--- config.mk ---
export PLATFORM = sky130hd
export DESIGN_NAME = dac_i2s_serializer
export DESIGN_NICKNAME = d
export VERILOG_FILES = /design/src/rtl/dac_i2s_serializer_pkg.sv /design/src/rtl/dac_i2s_serializer_fifo.sv /design/src/rtl/dac_i2s_serializer.sv
export SDC_FILE = /design/constraint.sdc
export NUM_CORES = 1
export LEC_CHECK = 0
export ABC_CLOCK_PERIOD_IN_PS = 2800
export CORE_MARGIN = 2
export CORE_UTILIZATION = 50
export CTS_CLUSTER_SIZE = 12
export DETAILED_ROUTE_END_ITERATION = 6
export PLACE_DENSITY_LB_ADDON = 0.15
export SKIP_CTS_REPAIR_TIMING = 1
export SLEW_MARGIN = 20
export SYNTH_ARGS = -nofsm -noshare
export SYNTH_HDL_FRONTEND = slang
export SYNTH_SLANG_ARGS = --single-unit
--- constraint.sdc ---
create_clock -name CLOCK_50 -period 2.8 [get_ports CLOCK_50]
set_input_delay 0.56 -clock CLOCK_50 [delete_from_list [all_inputs] [get_ports CLOCK_50]]
set_output_delay 0.56 -clock CLOCK_50 [all_outputs]
set_load 0.02 [all_outputs]
--- src/rtl/dac_i2s_serializer_pkg.sv ---
// dac_i2s_serializer_pkg: shared sample width, stereo frame type and serializer FSM states.
package dac_i2s_serializer_pkg;

   localparam int SAMPLE_WIDTH_DEF = 16;

   typedef struct packed {
      logic signed [SAMPLE_WIDTH_DEF-1:0] left;
      logic signed [SAMPLE_WIDTH_DEF-1:0] right;
   } stereo_frame_t;

   typedef enum logic [1:0] {ALIGN, LEFT, RIGHT} dac_state_e;

endpackage

--- src/rtl/dac_i2s_serializer_fifo.sv ---
// sample_fifo: frame-wide synchronous FIFO; ready is registered so a full FIFO refuses a push
// even when a pop happens in the same cycle.
module sample_fifo #(
   parameter int WIDTH = 32,
   parameter int DEPTH = 4
) (
   input  logic             clk_i,
   input  logic             rst_ni,
   input  logic             push_i,
   input  logic             pop_i,
   input  logic [WIDTH-1:0] data_i,
   output logic [WIDTH-1:0] data_o,
   output logic             ready_o,
   output logic             empty_o
);
   localparam int AW = $clog2(DEPTH);
   localparam int CW = AW + 1;

   logic [WIDTH-1:0] mem_q [DEPTH];
   logic [AW-1:0]    wr_q, rd_q;
   logic [CW-1:0]    cnt_q, cnt_d;
   logic             ready_q, push, pop;

   assign push    = push_i & ready_q;
   assign pop     = pop_i & ~empty_o;
   assign empty_o = cnt_q == '0;
   assign ready_o = ready_q;
   assign data_o  = mem_q[rd_q];
   assign cnt_d   = cnt_q + CW'(push) - CW'(pop);

   always_ff @(posedge clk_i or negedge rst_ni) begin
      if (!rst_ni) begin
         wr_q    <= '0;
         rd_q    <= '0;
         cnt_q   <= '0;
         ready_q <= 1'b0;
      end else begin
         wr_q    <= push ? wr_q + AW'(1) : wr_q;
         rd_q    <= pop ? rd_q + AW'(1) : rd_q;
         cnt_q   <= cnt_d;
         ready_q <= cnt_d != CW'(DEPTH);
      end
   end

   always_ff @(posedge clk_i) begin
      if (push) mem_q[wr_q] <= data_i;
   end

endmodule

--- src/rtl/dac_i2s_serializer.sv ---
// dac_i2s_serializer: buffers stereo frames and shifts them out as an I2S slave, oversampling BCLK/LRCK.
// Define DAC_UNDERRUN_HOLD_EN to replay the last frame on underrun instead of outputting silence.
module dac_i2s_serializer
   import dac_i2s_serializer_pkg::*;
#(
   parameter int SAMPLE_WIDTH = SAMPLE_WIDTH_DEF,
   parameter int FIFO_DEPTH   = 4
) (
   input  logic                    CLOCK_50,
   input  logic                    RESET_N,
   input  logic [SAMPLE_WIDTH-1:0] leftSampleIn,
   input  logic [SAMPLE_WIDTH-1:0] rightSampleIn,
   input  logic                    sampleValid,
   output logic                    sampleReady,
   input  logic                    AUD_BCLK,
   input  logic                    AUD_DACLRCK,
   output logic                    AUD_DACDAT,
   output logic                    underrun,
   input  logic                    clearUnderrun
);
   localparam int FW = 2 * SAMPLE_WIDTH;
   localparam int CW = $clog2(SAMPLE_WIDTH + 1);

   logic [1:0]              bclk_sync_q, lrck_sync_q;
   logic                    bclk_prev_q, lrck_prev_q;
   dac_state_e              state_q;
   logic [SAMPLE_WIDTH-1:0] shift_q, right_hold_q;
   logic [CW-1:0]           bit_cnt_q;
   logic                    dacdat_q, underrun_q;
   logic [FW-1:0]           fifo_rd, hold_frame, frame_d;
   logic                    fifo_empty, bclk_fall, lrck_now, boundary, left_start;

   assign bclk_fall  = bclk_prev_q & ~bclk_sync_q[1];
   assign lrck_now   = lrck_sync_q[1];
   assign boundary   = bclk_fall & (lrck_now != lrck_prev_q);
   assign left_start = boundary & ~lrck_now;
   assign frame_d    = fifo_empty ? hold_frame : fifo_rd;
   assign AUD_DACDAT = dacdat_q;
   assign underrun   = underrun_q;

   sample_fifo #(.WIDTH(FW), .DEPTH(FIFO_DEPTH)) u_fifo (
      .clk_i  (CLOCK_50),
      .rst_ni (RESET_N),
      .push_i (sampleValid),
      .pop_i  (left_start),
      .data_i ({leftSampleIn, rightSampleIn}),
      .data_o (fifo_rd),
      .ready_o(sampleReady),
      .empty_o(fifo_empty)
   );

`ifdef DAC_UNDERRUN_HOLD_EN
   logic [FW-1:0] last_q;
   assign hold_frame = last_q;
   always_ff @(posedge CLOCK_50 or negedge RESET_N) begin
      if (!RESET_N) last_q <= '0;
      else if (left_start && !fifo_empty) last_q <= fifo_rd;
   end
`else
   assign hold_frame = '0;
`endif

   always_ff @(posedge CLOCK_50 or negedge RESET_N) begin
      if (!RESET_N) begin
         bclk_sync_q  <= '0;
         lrck_sync_q  <= '0;
         bclk_prev_q  <= 1'b0;
         lrck_prev_q  <= 1'b0;
         state_q      <= ALIGN;
         shift_q      <= '0;
         right_hold_q <= '0;
         bit_cnt_q    <= '0;
         dacdat_q     <= 1'b0;
         underrun_q   <= 1'b0;
      end else begin
         bclk_sync_q <= {bclk_sync_q[0], AUD_BCLK};
         lrck_sync_q <= {lrck_sync_q[0], AUD_DACLRCK};
         bclk_prev_q <= bclk_sync_q[1];
         if (bclk_fall) lrck_prev_q <= lrck_now;
         if (clearUnderrun) underrun_q <= 1'b0;
         if (left_start && fifo_empty) underrun_q <= 1'b1;
         if (bclk_fall) begin
            if (boundary) begin
               // The first BCLK of every slot carries the I2S one-bit delay.
               dacdat_q  <= 1'b0;
               bit_cnt_q <= '0;
               if (!lrck_now) begin
                  state_q      <= LEFT;
                  shift_q      <= frame_d[FW-1:SAMPLE_WIDTH];
                  right_hold_q <= frame_d[SAMPLE_WIDTH-1:0];
               end else if (state_q != ALIGN) begin
                  state_q <= RIGHT;
                  shift_q <= right_hold_q;
               end
            end else if (state_q != ALIGN && bit_cnt_q < CW'(SAMPLE_WIDTH)) begin
               dacdat_q  <= shift_q[SAMPLE_WIDTH-1];
               shift_q   <= {shift_q[SAMPLE_WIDTH-2:0], 1'b0};
               bit_cnt_q <= bit_cnt_q + CW'(1);
            end else begin
               dacdat_q <= 1'b0;
            end
         end
      end
   end

endmodule

==> impl_results.md <==
- Status: finished clean
- Mapped Cells: 366
- Final hold vios: 0
- Commonest cells in the netlist: edfxtp_1 (128), dfrtp_1 (55), mux4_2 (32), a22o_1 (17), nor2_1 (11)
- Mean routed wirelength per cell: 20.9 um
- Maximum root-to-sink buffer count: 2
- Via-per-instance ratio: 5.84
- Die area: 0.0150 mm2
- Synth warnings: 0
- First-pass GRT wire length: 20600 um
- Count of maximum capacitance violations: 0
- Antenna violations before repair: 0
- Worst Hold Class: primary input to async pin
- Share of the yosys chip area belonging to registers: 0.746
- RSZ-0062 raised after global routing: false
- Layout area overhead: 19.2%
- Boundary pin count: 41
- Max Freq: 0.417 GHz
- Num rows: 43
- Leading area contributor after synthesis: edfxtp_1
- Worst slew pin tran: 0.706 ns
- Pre-Repair DR Iteration Count: 5
- Yosys reg bits: 183
- Post-Syn Area: 0.00700 mm2
- Largest net degree at the start of global routing: 37
- Startpoint Class: flip-flop
- Share of post-route cells with drive strength above 1: 0.185
- Initial DRC Count: 316
- H-tree levels: 4
- Arr. time, crit path: 2.70 ns
- GRT overflow: 0
- LEAKAGE: 2.96 nW
- Final net count: 465
- Crit. End Element: flip-flop
- I/O Buffers: 40
- Crit path kind: flip-flop to flip-flop
- Pint: 0.00626 W
- Setup TNS: 0 ns
- Antenna cells: 0
- Peak VDD IR: 0.483 mV
- Starting density of the core: 0.508
- Top-count cell post-synth: edfxtp_1
- Total wire length: 12800 um
- Ys flop type: edfxtp_1
- Slew headroom: 0.527
- Overall Power: 0.00850 W
- Gr usage total: 0.191
- Net Count, Synth: 412
- Post-synth EDFFs: 128
- Layout Skew: 0.0119 ns
- Syn_area_per_cell: 19.1 um2
- Library cells used by synthesis: 36
- Net switching power figure: 0.00224 W
- Clk pwr share: 0.308
- Reg clk slew, reported paths: 0.06 ns
- DR DRC count: 0
- Ys async rst share: 0.301
- Top post-synthesis cells by area: edfxtp_1 (55%), dfrtp_1 (20%), mux4_2 (10%)
- Power Dens Cells: 1020 mW/mm2
- Final Slew Violations: 0
- Final setup fails: 0
- Clock Sinks: 183
- CTS tree: done
- Tcrit/Tclk final: 0.856
- Number of global-route vias before repair: 3737
- CTS root buf: clkbuf_16
- Die width: 122 um
- WP data required: 3.10 ns
- Combinational fraction of design power: 0.232
- Chip Height: 122 um
- Gpl congestion: 0.750
- Yosys top cell area share: 0.549
- Seq pwr share: 0.460
- Core ar.: 0.0138 mm2
- Switching Share: 0.263
- DR vias: 3572
- Crit path max fanout: 3
- Antenna viol nets, final: 0
- Min Tclk post-route: 2.40 ns
- Worst-skew pair later-pin latency: 0.43 ns
- Cts bufs inserted: 17
- Post-DP HPWL: 7430 um
[cells in the final DEF (no fill, tap or decap), types with 3 or more instances in the layout]
master / netlist / final
edfxtp_1: 128 / 128
dfrtp_1: 55 / 54
clkdlybuf4s50_1: 0 / 39
mux4_2: 32 / 32
a22o_1: 17 / 17
clkbuf_16: 0 / 17
nor2_1: 11 / 11
a21oi_1: 10 / 10
a31oi_1: 10 / 10
inv_1: 9 / 9
nand2_1: 9 / 9
a222oi_1: 9 / 9
buf_4: 2 / 9
xnor2_1: 8 / 8
ha_1: 7 / 7
a221oi_1: 6 / 6
o211ai_1: 6 / 6
o2bb2ai_1: 6 / 6
bufinv_16: 0 / 6
buf_12: 0 / 5
and3_1: 4 / 4
clkinv_1: 0 / 3
[final cells by class]
| type | count | area [um2] |
|---|---|---|
| multi-input combinational | 154 | 1650 |
| tap | 180 | 225 |
| clock buffer | 18 | 429 |
| fill | 1037 | 5430 |
| inverter | 9 | 33.8 |
| timing repair buffer | 54 | 563 |
| clock inverter | 14 | 226 |
| sequential | 183 | 5220 |
[stage by stage]
stage	hold WS [ns]	setup WS, ns	std cells	instance area [um2]	utilization
global placement	0.363	0.515	580	7690	0.558
CTS	0.0855	0.398	612	8350	0.606
global route	0.104	0.292	612	8350	0.606
floorplan	0.264	0.193	366	7000	-
finish	0.0907	0.404	612	8350	0.606
detailed placement	0.342	0.409	580	7690	0.558
[cell families (layout without fill, tap and decap cells)]
logic type               count (synthesis)  count (layout)  share of synthesized area
adder cells (fa/ha/maj)                  8               8                     0.0154
flip-flops                             183             183                      0.746
multiplexers                            34              34                      0.106
buffers and inverters                   29              95                     0.0191
AND/OR/NAND/NOR                         34              34                     0.0248
AO/OA/AOI/OAI                           69              69                     0.0777
XOR/XNOR                                 9               9                     0.0113
[state kept, by name, indices dropped and copies added, names as in the netlist]
signal,cells
u_fifo.mem_q,128
right_hold_q,16
shift_q,16
bit_cnt_q,5
u_fifo.cnt_q,3
bclk_sync_q,2
lrck_sync_q,2
state_q,2
u_fifo.rd_q,2
u_fifo.wr_q,2
AUD_DACDAT,1
bclk_prev_q,1
lrck_prev_q,1
u_fifo.ready_o,1
underrun,1
[power by group through the flow]
| stage | logic (W) | clock network (W) | registers, W |
|---|---|---|---|
| after floorplan | 0.00143 | 0 | 0.00385 |
| after global placement | 0.00198 | 0 | 0.00392 |
| after detailed placement | 0.00202 | 0 | 0.00395 |
| after CTS | 0.00202 | 0.00269 | 0.00390 |
| after global routing | 0.00216 | 0.00280 | 0.00397 |
| final | 0.00197 | 0.00262 | 0.00391 |
[worst max-delay path: stages (launching register included)]
cell,delay [ns]
dfrtp_1,0.38
nor3_1,0.43
nor2_2,0.08
ha_1,0.30
inv_1,0.04
ha_1,0.21
fa_1,0.40
xnor2_1,0.18
xnor2_1,0.17
nand2_1,0.08
[routing by layer]
metal  global-route usage  share of wire  vias up
met5                    0              0        -
met4               0.0848          0.014        0
met3               0.0488          0.042       15
met2                0.302           0.51       87
met1                0.252           0.43     1872
li1                     -              -     1598
[path summary, 6_finish.rpt]
| check | slack, ns | cells past startpoint | to | startpoint |
|---|---|---|---|---|
| max reg2reg | 0.40 | 9 | u_fifo.ready_o | u_fifo.cnt_q[1] |
| min reg2reg | 0.36 | 0 | bclk_sync_q[1] | bclk_sync_q[0] |
| min | 0.09 | 1 | AUD_DACDAT | RESET_N |
| min in group CLOCK_50 | 0.36 | 0 | bclk_sync_q[1] | bclk_sync_q[0] |
| max | 0.40 | 9 | u_fifo.ready_o | u_fifo.cnt_q[1] |
| max in group asynchronous | 2.15 | 2 | u_fifo.rd_q[0] | RESET_N |
Note: power is estimated with default switching activity, not from simulation.
